### src/rtl/prog_loader.sv
// -----------------------------------------------------------------------------
// prog_loader
//
// Boot-stage image loader for the 16-bit RISC CPU. A byte stream arrives over
// a valid/ready handshake in the form
//     LEN_HI, LEN_LO, {DATA_HI, DATA_LO} x N, CHK
// where CHK is the XOR of all 2N data bytes. Each pair of data bytes becomes
// one big-endian 16-bit word, written to instruction memory at consecutive
// addresses from 0. The CPU is held in reset until a complete image with a
// matching checksum has been received.
//
// Handshake: a byte moves only on a rising edge where byte_valid && byte_ready.
// The producer keeps byte_in stable while byte_valid is high and not yet
// accepted. byte_ready is decoded from registered state only, so it never
// depends on byte_valid.
//
// Ports
//   clk         system clock, rising edge
//   rst         synchronous reset, active low
//   start       single-cycle load request (honoured in IDLE, DONE, ERR)
//   byte_in     stream data
//   byte_valid  byte_in is valid
//   byte_ready  loader accepts a byte this cycle
//   imem_we     one-cycle instruction memory write strobe
//   imem_addr   write address
//   imem_wdata  write data
//   cpu_rst     active-high CPU reset, low only in DONE
//   done        image loaded and verified
//   err         load aborted (bad length or bad checksum)
//   word_count  words written in the current load
// -----------------------------------------------------------------------------
module prog_loader #(
    parameter int ADDR_W    = 8,
    parameter int MAX_WORDS = 256
) (
    input  logic              clk,
    input  logic              rst,
    input  logic              start,
    input  logic [7:0]        byte_in,
    input  logic              byte_valid,
    output logic              byte_ready,
    output logic              imem_we,
    output logic [ADDR_W-1:0] imem_addr,
    output logic [15:0]       imem_wdata,
    output logic              cpu_rst,
    output logic              done,
    output logic              err,
    output logic [ADDR_W:0]   word_count
);

    localparam int WC_W = ADDR_W + 1;

    typedef enum logic [2:0] {
        S_IDLE,
        S_LEN_HI,
        S_LEN_LO,
        S_DATA_HI,
        S_DATA_LO,
        S_CHK,
        S_DONE,
        S_ERR
    } state_t;

    state_t      state;
    state_t      state_next;

    logic [15:0] len;
    logic [7:0]  hi_byte;
    logic [7:0]  chk_acc;

    logic        xfer;
    logic        restart;
    logic [15:0] len_rx;
    logic        len_ok;
    logic [WC_W-1:0] wc_next;
    logic        last_word;

    assign xfer    = byte_valid && byte_ready;
    assign restart = start && (state == S_IDLE || state == S_DONE || state == S_ERR);

    // Full length as it stands during the LEN_LO handshake (low byte not yet
    // registered), so the range check can pick the next state on that edge.
    assign len_rx  = {len[15:8], byte_in};
    assign len_ok  = (len_rx != 16'd0) && ({16'd0, len_rx} <= 32'(MAX_WORDS));

    // word_count after the current DATA_LO write; equal to N on the last word.
    assign wc_next   = word_count + WC_W'(1);
    assign last_word = ({{(32-WC_W){1'b0}}, wc_next} == {16'd0, len});

    // ---------------------------------------------------------------- state reg
    always_ff @(posedge clk) begin
        if (!rst) begin
            state <= S_IDLE;
        end else begin
            state <= state_next;
        end
    end

    // --------------------------------------------------------------- next state
    always_comb begin
        state_next = state;
        case (state)
            S_IDLE, S_DONE, S_ERR: if (start) state_next = S_LEN_HI;
            S_LEN_HI:  if (xfer) state_next = S_LEN_LO;
            S_LEN_LO:  if (xfer) state_next = len_ok ? S_DATA_HI : S_ERR;
            S_DATA_HI: if (xfer) state_next = S_DATA_LO;
            S_DATA_LO: if (xfer) state_next = last_word ? S_CHK : S_DATA_HI;
            S_CHK:     if (xfer) state_next = (byte_in == chk_acc) ? S_DONE : S_ERR;
            default:   state_next = S_IDLE;
        endcase
    end

    // ------------------------------------------------------------ state outputs
    always_comb begin
        byte_ready = 1'b0;
        cpu_rst    = 1'b1;
        done       = 1'b0;
        err        = 1'b0;
        case (state)
            S_LEN_HI, S_LEN_LO, S_DATA_HI, S_DATA_LO, S_CHK: byte_ready = 1'b1;
            S_DONE: begin
                cpu_rst = 1'b0;
                done    = 1'b1;
            end
            S_ERR:   err = 1'b1;
            default: ;
        endcase
    end

    // ----------------------------------------------------------------- datapath
    always_ff @(posedge clk) begin
        if (!rst) begin
            len        <= 16'd0;
            hi_byte    <= 8'd0;
            chk_acc    <= 8'd0;
            imem_we    <= 1'b0;
            imem_addr  <= '0;
            imem_wdata <= 16'd0;
            word_count <= '0;
        end else begin
            imem_we <= 1'b0;

            // The address steps on the edge that ends a write pulse. A pulse
            // seen in CHK belongs to the last word, so the address stays on
            // it rather than stepping past the top of memory.
            if (imem_we && state == S_DATA_HI) begin
                imem_addr <= imem_addr + ADDR_W'(1);
            end

            if (restart) begin
                len        <= 16'd0;
                chk_acc    <= 8'd0;
                imem_addr  <= '0;
                word_count <= '0;
            end

            if (xfer) begin
                case (state)
                    S_LEN_HI:  len[15:8] <= byte_in;
                    S_LEN_LO:  len[7:0]  <= byte_in;
                    S_DATA_HI: begin
                        hi_byte <= byte_in;
                        chk_acc <= chk_acc ^ byte_in;
                    end
                    S_DATA_LO: begin
                        imem_wdata <= {hi_byte, byte_in};
                        imem_we    <= 1'b1;
                        word_count <= wc_next;
                        chk_acc    <= chk_acc ^ byte_in;
                    end
                    default: ;
                endcase
            end
        end
    end

endmodule
### config.mk
export PLATFORM = sky130hd
export DESIGN_NAME = prog_loader
export DESIGN_NICKNAME = d
export VERILOG_FILES = /design/src/rtl/prog_loader.sv
export SDC_FILE = /design/constraint.sdc
export NUM_CORES = 1
export LEC_CHECK = 0
export ABC_AREA = 1
export ABC_CLOCK_PERIOD_IN_PS = 3100
export BUFFER_PORTS_ARGS = -buffer_cell sky130_fd_sc_hd__buf_2
export CAP_MARGIN = 20
export CORE_ASPECT_RATIO = 0.8
export CORE_UTILIZATION = 25
export DETAILED_ROUTE_END_ITERATION = 7
export SETUP_SLACK_MARGIN = 0.2
export SYNTH_ARGS = -nofsm -noshare
export SYNTH_HDL_FRONTEND = slang
export SYNTH_SLANG_ARGS = --single-unit
### constraint.sdc
create_clock -name clk -period 3.1 [get_ports clk]
set_clock_uncertainty 0.1 [all_clocks]
set_input_delay 0 -clock clk [delete_from_list [all_inputs] [get_ports clk]]
set_output_delay 0 -clock clk [all_outputs]
set_load 0.1 [all_outputs]
==> impl_summary.txt, run 1 <==
----------------------------------------------------
[Run status]
  Status ... completed

[Drt]
  Drt pass-1 iters ... 4
  Total Routed Length ... roughly 8100 um
  Post-DR vias/cell ... around 4.5
  Routed via count ... slightly below 3000
  Routed WL per cell ... ~12 um
  Final antenna-violating net count ... 0
  Violation count after the first detailed-route iteration ... 187
  Count of unresolved DRC violations after routing ... 0

[Timing]
  Min setup slack post-route ... about 1.0 ns
  Endpoints failing setup ... 0
  Max Fclk ... about 480 MHz
  Final worst path period need ... 2.10 ns
  Count of endpoints failing hold in the final timing report ... 0
  Setup TNS after final layout ... 0 ns
  Worst-margin pin slew ... 0.509 ns
  Remaining max-slew budget at the tightest pin ... between 60% and 70%
  Number of max-slew violations in the final report ... 0
  Period Utilization, post-route ... approximately two thirds
  Unrepaired setup endpoints after global routing ... no

[Synthesis]
  Yosys reg bits ... 69
  Number of warnings printed during yosys synthesis ... 0
  Synth Instances ... roughly 430
  Cell types with the largest area share after synthesis ... dfxtp_1, nand2_1, a21oi_1
  Post-synthesis net count ... around 450
  Number of enable-type register cells in the synthesized netlist ... 0
  Dominant synthesized flop cell ... dfxtp_1
  Most common cell in the netlist ... nand2_1
  Fraction of synthesis flops using an asynchronous set or reset pin ... 0%
  Share of the yosys chip area belonging to registers ... 42.9%
  Post-synth top area share ... 42.9%
  Number of distinct library cells after synthesis ... 34
  Largest area contributor in the synthesized netlist ... dfxtp_1
  Synthesized area divided by synthesized cell count ... 7.42 um^2
  Top cells by count, synth ... nand2_1, dfxtp_1, a21oi_1, inv_1, nand3_1
  Post-synthesis instance area ... 0.00322 mm^2

[Placed design]
  Port bufs ... 49
  Last weighted congestion value of the routability-driven placer ... 0.835
  DP HPWL ... 6120 um
  Pre-CTS setup slack ... about 1.0 ns

[Global route]
  Largest net degree at the start of global routing ... 42
  Number of global-route vias before repair ... between 2000 and 3000
  GR Overflow Total ... 0
  Antenna violations before repair ... 0
  Global-route wire length before repair ... 13600 um
  Total Routing Usage GR ... roughly an eighth

[CTS]
  Number of sinks handled by clock tree synthesis ... about 70
  Max Root-Sink Buffers ... 2
  Clock transition at the register clock pins on the worst setup and hold paths after CTS ... 0.06 ns
  TritonCTS clock tree ... done
  CTS Buf Count ... 9
  Clock insertion delay at the later pin of the skew report ... between 0.3 and 0.4 ns
  Clock tree root driver cell ... clkbuf_16
  H-tree levels ... 3

[Critical path]
  CP max FO ... 6
  Critical Path End Type ... register
  Startpoint Class ... register
  Crit Path Category ... reg2reg
  Worst Path Arrival ... 2.20 ns
  Critical path required time ... 3.19 ns

[Floorplanning]
  Number of rows created at floorplan ... 36
  Ports placed on the boundary ... 50
  Horizontal die dimension ... between 100 and 150 um
  Floorplan die height ... between 100 and 150 um
  Floorplan die area ... about 0.013 mm^2
  Effective utilization at floorplan ... a little over a quarter
  Core Footprint ... around 0.012 mm^2

[Cells and area]
  Signed area change from the synthesized netlist to the final layout ... 23.1%
  Final Util ... 32.0%
  Filler cell count in the final layout ... approximately 1300
  Inserted Diodes ... 0
  Net count reported at finish ... about 500
  Share of post-route cells with drive strength above 1 ... between 10% and 20%

[Power and ir drop]
  Clock network power share ... a little under half
  Final total power ... approximately 2.1 mW
  Cell area power density ... 522 mW/mm^2
  Proportion of power drawn by flip-flops and latches ... a little over two fifths
  IR Drop Worst-Case VDD ... around 0.00025 V
  Leakage dissipation ... about 1.7 nW
  Logic pwr share ... roughly 8.2%
  Switching share of total power ... between 20% and 30%
  Internal power of the cells ... between 1.5 and 2 mW
  Switch Pwr ... between 0.4 and 0.5 mW

[Job]
  # Max-Cap Violations ... 0

[Worst hold path]
  Tightest Hold Check Type ... in2reg

----------------------------------------------------
what timing repair did:
action	4_1_cts	5_1_grt
gates resized for setup	0	0
buffers inserted	0	0
hold endpoints to repair	34	0
hold buffers	8	0
routing by layer:
layer / global-route usage [%] / vias up / wire length [um]
li1: - / 1535 / -
met1: 18.0 / 1361 / 4180
met2: 19.0 / 70 / 3480
met3: 4.18 / 12 / 360
met4: 4.96 / 0 / 119
met5: 0 / - / 0
cell usage in the layout, fill, tap and decap left out, types with 8 or more instances in the layout:
master          n
nand2_1        87
dfxtp_1        69
a21oi_1        52
buf_2          49
inv_1          45
nand3_1        42
o21ai_0        34
nor2_1         20
xor2_1          9
o21ai_1         9
clkbuf_16       9
nor3_1          8
dlygate4sd3_1   8
power by group through the flow:
stage / combinational (mW) / clock, mW / sequential (mW)
detailed placement: 0.161 / 0 / 0.930
floorplan: 0.125 / 0 / 0.927
global route: 0.188 / 1.05 / 0.912
global placement: 0.161 / 0 / 0.929
finish: 0.169 / 0.990 / 0.911
CTS: 0.169 / 1.02 / 0.911
cell families (layout without fill, tap and decap cells):
kind of cell               count (synthesis)  after routing  synth area share (%)
adders and majority gates                  2              2                 0.777
AOI/OAI and AO/OA                         99             99                  15.9
xor gates and xnor gates                  13             13                  3.53
buffers and inverters                     67            125                  8.97
and+or+nand+nor                          184            184                  27.9
DFF                                       69             69                  42.9
worst max-delay path, cell delays in order, from the launching register on:
cell	delay [ns]
dfxtp_1	0.44
ha_1	0.21
nand2_1	0.12
nor2_1	0.26
nand2_1	0.08
nand2_1	0.10
nand2_1	0.09
nand2_1	0.07
nand3_1	0.06
nor2_1	0.09
nand3_1	0.10
nand2_1	0.09
nand2_1	0.05
nand2_1	0.05
a21oi_1	0.05
metrics by stage:
| step | std cells | instance area [um^2] | hold WS, ns |
|---|---|---|---|
| final | 663 | 3970 | 0.0795 |
| after global routing | 663 | 3970 | 0.101 |
| after detailed placement | 639 | 3600 | 0.256 |
| after floorplan | 434 | 3230 | 0.0672 |
| after CTS | 663 | 3970 | 0.0643 |
| after global placement | 639 | 3600 | 0.268 |
worst paths after layout:
| path | depth (start not counted) | from | end | slack (ns) |
|---|---|---|---|---|
| worst min register to register | 2 | hi_byte[0]$_SDFFE_PN0P_ | imem_wdata[8]$_SDFFE_PN0P_ | 0.34 |
| worst min-delay path | 4 | start | len[9]$_SDFF_PN0_ | 0.08 |
| worst max register to register | 14 | word_count[0]$_SDFF_PN0_ | state[1]$_SDFFE_PN0P_ | 1.0 |
| worst max-delay path | 14 | word_count[0]$_SDFF_PN0_ | state[1]$_SDFFE_PN0P_ | 1.0 |
final cells by class:
cell class	count	area [um^2]	share of cell area, %
Clock buffer	12	236	5.96
Tap cell	171	214	5.39
Sequential cell	69	1380	34.8
Clock inverter	4	48.8	1.23
Timing Repair Buffer	58	333	8.39
Multi-Input combinational cell	298	1560	39.2
Inverter	51	196	4.95
state kept, by name (all words and copies together), names as in the netlist:
name        flops
imem_wdata     16
len            16
word_count      9
chk_acc         8
hi_byte         8
imem_addr       8
state           3
imem_we         1
(Power assumes the default switching activity.)
==> run 2, diff against run 1 <==
--- a/config.mk
+++ b/config.mk
@@ -6,7 +6,7 @@
 export NUM_CORES = 1
 export LEC_CHECK = 0
 export ABC_AREA = 1
-export ABC_CLOCK_PERIOD_IN_PS = 3100
+export ABC_CLOCK_PERIOD_IN_PS = 2150
 export BUFFER_PORTS_ARGS = -buffer_cell sky130_fd_sc_hd__buf_2
 export CAP_MARGIN = 20
 export CORE_ASPECT_RATIO = 0.8
==> constraint.sdc (replaced) <==
create_clock -name clk -period 2.15 [get_ports clk]
set_clock_uncertainty 0.1 [all_clocks]
set_input_delay 0 -clock clk [delete_from_list [all_inputs] [get_ports clk]]
set_output_delay 0 -clock clk [all_outputs]
set_load 0.1 [all_outputs]
==> run 2 against run 1 <==
  * Hold slack got worse by 0.016 ns
  * Setup slack got worse by 0.65 ns
  * Die area did not move
  * Highest routed layer unchanged
  * Largest power group unchanged
  * Register-to-register slack got worse by 0.65 ns
  * Non-clock buffer count rose by 6
  * Critical path type unchanged
  * Utilization rose by 1.1 points
  * Clock-buffer cell count fell by 1
  * Cell count rose by 1.1%
  * Sequential power rose by 44%
  * Total power rose by 48%
==> impl_summary.txt, run 2 (synthesized netlist as in run 1, its figures left out) <==
----------------------------------------------------
[Timing]
  Number of max-slew violations in the final report ... 0 (unchanged)
  Worst-margin pin slew ... 0.503 ns (-0.00612 ns)
  Endpoints failing setup ... 0 (unchanged)
  Count of endpoints failing hold in the final timing report ... 0 (unchanged)
  Max Fclk ... 555 MHz (+17%)
  Final worst path period need ... 1.80 ns (-0.299 ns)
  Setup TNS after final layout ... 0 ns (unchanged)
  Period Utilization, post-route ... 83.8% (+16 points)
  Hold Slack ... 0.0637 ns (-0.0158 ns)
  Remaining max-slew budget at the tightest pin ... 66.4% (+0.14 points)
  Unrepaired setup endpoints after global routing ... no

[Cells and area]
  Signed area change from the synthesized netlist to the final layout ... 27.2%
  Final Util ... 33.1% (+1.1 points)
  Most frequent standard cell in the layout excluding fill and tap cells ... nand2_1
  Multi-input gate area in the final layout ... 0.00160 mm^2 (+3.0%)
  Share of post-route cells with drive strength above 1 ... 23.4% (+5.2 points)
  Inserted Diodes ... 0 (unchanged)
  Registers with the most flip-flops ... imem_wdata (16), len (16), word_count (9)
  Flip-flop and latch area ... 0.00140 mm^2 (+1.6%)
  Final instance area ... 0.00410 mm^2 (+3.3%)
  Commonest cells after routing, fill and taps aside ... nand2_1, dfxtp_1, a21oi_1, buf_2, inv_1
  Filler cell count in the final layout ... 1332 (+0.075%)
  Net count reported at finish ... 508 (+1.4%)

[Floorplanning]
  Number of rows created at floorplan ... 36 (unchanged)
  Floorplan die height ... 104 um (unchanged)
  Effective utilization at floorplan ... 26.0% (unchanged)
  Core Footprint ... 0.0124 mm^2 (unchanged)
  Floorplan die area ... 0.0133 mm^2 (unchanged)
  Horizontal die dimension ... 129 um (unchanged)
  Ports placed on the boundary ... 50 (unchanged)

[Critical path]
  Depth of the worst register-to-register path ... 7 (-7)
  Critical path required time ... 2.28 ns (-0.91 ns)
  Worst Path Arrival ... 1.93 ns (-0.27 ns)
  CP max FO ... 13 (+7)
  Crit Path Category ... reg2reg
  Startpoint Class ... register
  Critical Path End Type ... register

[Global route]
  Antenna violations before repair ... 0 (unchanged)
  GR Overflow Total ... 0 (unchanged)
  Largest net degree at the start of global routing ... 42 (unchanged)
  Number of global-route vias before repair ... 2855 (+1.1%)
  Total Routing Usage GR ... 13.6% (+0.50 points)
  Global-route wire length before repair ... 14300 um (+4.9%)

[Power and ir drop]
  IR Drop Worst-Case VDD ... 0.000344 V (+37%)
  Leakage dissipation ... 1.75 nW (+3.3%)
  Cell area power density ... 749 mW/mm^2 (+44%)

[Run status]
  Status ... completed

[Drt]
  Routed WL per cell ... 13.0 um (+5.8%)
  Total Routed Length ... 8710 um (+7.0%)
  Drt pass-1 iters ... 5 (+1)
  Routed via count ... 3029 (+1.7%)
  Violation count after the first detailed-route iteration ... 170 (-9.1%)
  Post-DR vias/cell ... 4.52 (+0.65%)
  Final antenna-violating net count ... 0 (unchanged)
  Count of unresolved DRC violations after routing ... 0 (unchanged)

[Worst hold path]
  Tightest Hold Check Type ... in2reg
  Hold-critical path depth ... 4 (unchanged)

[CTS]
  Number of sinks handled by clock tree synthesis ... 69 (unchanged)
  Clock tree root driver cell ... clkbuf_16
  H-tree levels ... 3 (unchanged)
  CTS Buf Count ... 9 (unchanged)
  Clock transition at the register clock pins on the worst setup and hold paths after CTS ... 0.06 ns (about the same)
  Clock insertion delay at the later pin of the skew report ... 0.34 ns (about the same)
  TritonCTS clock tree ... done
  Max Root-Sink Buffers ... 2 (unchanged)

[Placed design]
  Post-place instance area ... 0.00366 mm^2 (+1.8%)
  DP HPWL ... 6230 um (+1.9%)
  Port bufs ... 49 (unchanged)
  Last weighted congestion value of the routability-driven placer ... 0.819 (-1.9%)

[Job]
  # Max-Cap Violations ... 0 (unchanged)

----------------------------------------------------
-- run 2: final timing paths --
check / startpoint / endpoint / slack [ns]
worst max register to register: state[1]$_SDFFE_PN0P_ / word_count[1]$_SDFF_PN0_ / 0.35
worst min-delay path: start / len[11]$_SDFF_PN0_ / 0.06
worst min register to register: hi_byte[2]$_SDFFE_PN0P_ / imem_wdata[10]$_SDFFE_PN0P_ / 0.35
worst max-delay path: state[1]$_SDFFE_PN0P_ / word_count[1]$_SDFF_PN0_ / 0.35
-- run 2: routing by layer --
metal,global-route usage (%),vias to the layer above,part of all wire (%)
li1,-,1550,-
met3,4.18,14,7.1
met4,4.20,0,1.3
met2,19.9,86,44
met5,0,-,0
met1,18.9,1379,47
-- run 2: repair_timing --
| action | CTS | global route |
|---|---|---|
| hold endpoints to repair | 34 | 0 |
| setup buffers | 0 | 1 |
| hold buffers | 8 | 0 |
| cloned | 0 | 1 |
| endpoints found under the setup margin | 11 | 23 |
| gates resized for setup | 2 | 9 |
| pin swaps | 0 | 2 |
-- run 2: final cells by class --
| type | count | area share (%) |
|---|---|---|
| Tap cell | 171 | 5.22 |
| Sequential cell | 69 | 34.2 |
| Multi-Input combinational cell | 299 | 39.1 |
| Timing Repair Buffer | 64 | 9.28 |
| Clock inverter | 5 | 1.43 |
| Inverter | 51 | 4.79 |
| Clock buffer | 11 | 5.92 |
-- run 2: worst max-delay path, stage by stage (launching register included) --
cell     delay (ns)
dfxtp_1        0.39
inv_1          0.16
nor2_2         0.09
nor3_4         0.34
nand2_8        0.17
nand2_8        0.15
inv_4          0.07
a32o_1         0.21
-- run 2: power by group --
| part | switching, mW | internal (mW) |
|---|---|---|
| clock network | 0.557 | 0.931 |
| logic | 0.187 | 0.0826 |
| registers | 0.0181 | 1.30 |
| total | 0.762 | 2.31 |
-- run 2: metrics by stage --
step	worst slack, ns	std cells	power (mW)
floorplan	0.0531	434	1.52
global placement	0.251	644	1.57
detailed placement	0.150	644	1.58
CTS	0.240	668	3.08
global route	0.197	670	3.18
finish	0.348	670	3.07
==> run 3, diff against run 2 <==
--- a/config.mk
+++ b/config.mk
@@ -6,7 +6,7 @@
 export NUM_CORES = 1
 export LEC_CHECK = 0
 export ABC_AREA = 1
-export ABC_CLOCK_PERIOD_IN_PS = 2150
+export ABC_CLOCK_PERIOD_IN_PS = 1800
 export BUFFER_PORTS_ARGS = -buffer_cell sky130_fd_sc_hd__buf_2
 export CAP_MARGIN = 20
 export CORE_ASPECT_RATIO = 0.8
==> constraint.sdc (replaced) <==
create_clock -name clk -period 1.8 [get_ports clk]
set_clock_uncertainty 0.1 [all_clocks]
set_input_delay 0 -clock clk [delete_from_list [all_inputs] [get_ports clk]]
set_output_delay 0 -clock clk [all_outputs]
set_load 0.1 [all_outputs]
==> run 3 against run 2 <==
  * Cell count rose by 3.0%
  * Fmax up 5.1%
  * Non-clock buffer count increased by 21
  * Total power grew 18%
  * Hold slack got worse by 0.017 ns
  * First-iteration DRC count up 8.8%
  * Via count increased by 2.2%
==> impl_summary.txt, run 3 (synthesized netlist as in run 1, its figures left out) <==
----------------------------------------------------
[Critical path]
  Launching instance or port of the critical path ... word_count[0]$_SDFF_PN0_
  Critical Path End Type ... register
  Worst Path Arrival ... 1.84 ns (-0.09 ns)
  Critical path required time ... 1.92 ns (-0.36 ns)
  Slowest cell on crit path ... dfxtp_4
  Startpoint Class ... register
  Worst flop-to-flop path startpoint ... word_count[0]$_SDFF_PN0_
  Cell-by-cell listing of the critical path ... ha_4 -> nand2_4 -> nor2_4 -> nand2_1 -> nand2_2 -> nand2_2 -> nand2_2 -> nand3_2 -> nor2_2 -> nand3_2 -> nand2_2 -> nand2_2 -> nand2_2 -> a21oi_2
  Largest delay share family, worst path ... simple AND/OR/NAND/NOR gates
  Buf/Inv on CP ... 0 (-2)
  Crit Path Category ... reg2reg
  CP max FO ... 4 (-9)
  Cell repeated most along the worst path ... nand2_2
  Slowest cell delay on critical path ... 0.37 ns (-0.02 ns)

[Timing]
  Number of max-slew violations in the final report ... 0 (unchanged)
  Period Utilization, post-route ... 95.2% (+11 points)
  Count of endpoints failing hold in the final timing report ... 0 (unchanged)
  Remaining max-slew budget at the tightest pin ... 66.8% (+0.33 points)
  Endpoints failing setup ... 0 (unchanged)
  Worst-margin pin slew ... 0.502 ns (-0.000947 ns)
  Unrepaired setup endpoints after global routing ... yes
  Setup TNS after final layout ... 0 ns (unchanged)
  Max Fclk ... 583 MHz (+5.1%)
  Final worst path period need ... 1.71 ns (-0.0879 ns)

[Placed design]
  Port bufs ... 49 (unchanged)
  Last weighted congestion value of the routability-driven placer ... 0.806 (-1.5%)
  Post-place instance area ... 0.00380 mm^2 (+3.6%)
  DP HPWL ... 6230 um (-0.12%)

[Power and ir drop]
  Logic pwr share ... 10.9% (+2.1 points)
  Internal power of the cells ... 2.66 mW (+15%)
  Cell area power density ... 826 mW/mm^2 (+10%)
  Leakage dissipation ... 1.89 nW (+7.5%)
  IR Drop Worst-Case VDD ... 0.000655 V (+90%)
  Switch Pwr ... 0.959 mW (+26%)
  Clock network power share ... 46.3% (-2.2 points)
  Proportion of power drawn by flip-flops and latches ... 42.8% (about the same)
  Switching share of total power ... 26.5% (+1.7 points)

[Global route]
  Largest net degree at the start of global routing ... 42 (unchanged)
  GR Overflow Total ... 0 (unchanged)
  Global-route wire length before repair ... 14400 um (+1.0%)
  Antenna violations before repair ... 0 (unchanged)
  Number of global-route vias before repair ... 2989 (+4.7%)
  Total Routing Usage GR ... 13.9% (+0.29 points)

[CTS]
  Clock tree root driver cell ... clkbuf_16
  Clock transition at the register clock pins on the worst setup and hold paths after CTS ... 0.06 ns (about the same)
  Number of sinks handled by clock tree synthesis ... 69 (unchanged)
  Clock insertion delay at the later pin of the skew report ... 0.33 ns (about the same)
  TritonCTS clock tree ... done
  CTS Buf Count ... 9 (unchanged)
  H-tree levels ... 3 (unchanged)
  Max Root-Sink Buffers ... 2 (unchanged)

[Floorplanning]
  Core Footprint ... 0.0124 mm^2 (unchanged)
  Floorplan die height ... 104 um (unchanged)
  Number of rows created at floorplan ... 36 (unchanged)
  Horizontal die dimension ... 129 um (unchanged)
  Floorplan die area ... 0.0133 mm^2 (unchanged)
  Ports placed on the boundary ... 50 (unchanged)
  Effective utilization at floorplan ... 26.0% (unchanged)

[Cells and area]
  Filler cell count in the final layout ... 1287 (-3.4%)
  Signed area change from the synthesized netlist to the final layout ... 36.1%
  Final instance area ... 0.00438 mm^2 (+7.0%)
  Most frequent standard cell in the layout excluding fill and tap cells ... nand2_1
  Inserted Diodes ... 0 (unchanged)
  Registers with the most flip-flops ... imem_wdata (16), len (16), word_count (9)
  Commonest cells after routing, fill and taps aside ... nand2_1, a21oi_1, dfxtp_1, buf_2, inv_1
  Share of post-route cells with drive strength above 1 ... 30.6% (+7.2 points)
  Final Util ... 35.4% (+2.3 points)
  Net count reported at finish ... 528 (+3.9%)

[Worst hold path]
  Tightest Hold Check Type ... in2reg
  Worst Min Path Start ... rst

[Drt]
  Violation count after the first detailed-route iteration ... 185 (+8.8%)
  Routed WL per cell ... 12.7 um (-2.2%)
  Total Routed Length ... 8770 um (+0.77%)
  Post-DR vias/cell ... 4.49 (-0.75%)
  Routed via count ... 3096 (+2.2%)
  Final antenna-violating net count ... 0 (unchanged)
  Drt pass-1 iters ... 4 (-1)
  Count of unresolved DRC violations after routing ... 0 (unchanged)

[Run status]
  Status ... completed

[Job]
  # Max-Cap Violations ... 0 (unchanged)

----------------------------------------------------
run 3: cell count changes in the layout (fill, tap and decap cells not counted), sizes merged:
cell / before / now
buf: 56 / 74
bufinv: 1 / 0
clkinvlp: 0 / 1
dlygate4sd3: 8 / 10
inv: 52 / 53
nand2: 96 / 95
run 3: power by group through the flow:
stage / Combinational, mW / Sequential [mW] / Clock [mW]
2_1_floorplan: 0.216 / 1.58 / 0
5_1_grt: 0.427 / 1.55 / 1.79
6_report: 0.394 / 1.55 / 1.68
3_5_place_dp: 0.323 / 1.58 / 0
4_1_cts: 0.365 / 1.55 / 1.71
3_3_place_gp: 0.319 / 1.58 / 0
run 3: layout make-up:
| cell class | count | area [um^2] | area share, % |
|---|---|---|---|
| multi-input combinational | 298 | 1670 | 38.1 |
| inverter | 51 | 201 | 4.59 |
| tap | 171 | 214 | 4.88 |
| clock inverter | 6 | 45.0 | 1.03 |
| timing repair buffer | 85 | 583 | 13.3 |
| clock buffer | 10 | 239 | 5.45 |
| sequential | 69 | 1430 | 32.6 |
run 3: stage by stage:
| step | hold slack [ns] | power, mW | cells | setup slack (ns) |
|---|---|---|---|---|
| final | 0.0465 | 3.62 | 690 | 0.0858 |
| after global routing | 0.0701 | 3.77 | 690 | -0.0447 |
| after CTS | 0.0375 | 3.63 | 683 | 0.141 |
| after detailed placement | 0.262 | 1.91 | 650 | -0.0882 |
| after global placement | 0.254 | 1.90 | 650 | 0.0488 |
| after floorplan | 0.0672 | 1.80 | 434 | -0.297 |
run 3: worst reg2reg max path: cells and delay by family, from the launching register on:
kind            cells  cell delay (ns)
compound gates      1             0.04
flops               1             0.37
simple gates       12             0.96
fa+ha+maj           1             0.15
run 3: path summary, 6_finish.rpt:
kind	depth (start not counted)	end	slack (ns)
min	4	state[1]$_SDFFE_PN0P_	0.05
max reg2reg	14	state[1]$_SDFFE_PN0P_	0.09
min reg2reg	2	imem_wdata[8]$_SDFFE_PN0P_	0.35
max	14	state[1]$_SDFFE_PN0P_	0.09
run 3: what timing repair did:
| item | in CTS | in global routing |
|---|---|---|
| buffers inserted | 7 | 7 |
| hold buffers | 10 | 0 |
| endpoints found under the setup margin | 43 | 38 |
| gates resized for setup | 13 | 20 |
| endpoints found under the hold margin | 36 | 0 |
| pin swaps | 2 | 10 |
run 3: per-layer routing:
layer,share of wire [%],track usage (%),vias up
li1,-,-,1593
met3,3.8,3.72,10
met4,1.2,4.54,0
met2,47,22.2,48
met1,48,18.0,1445
met5,0,0,-
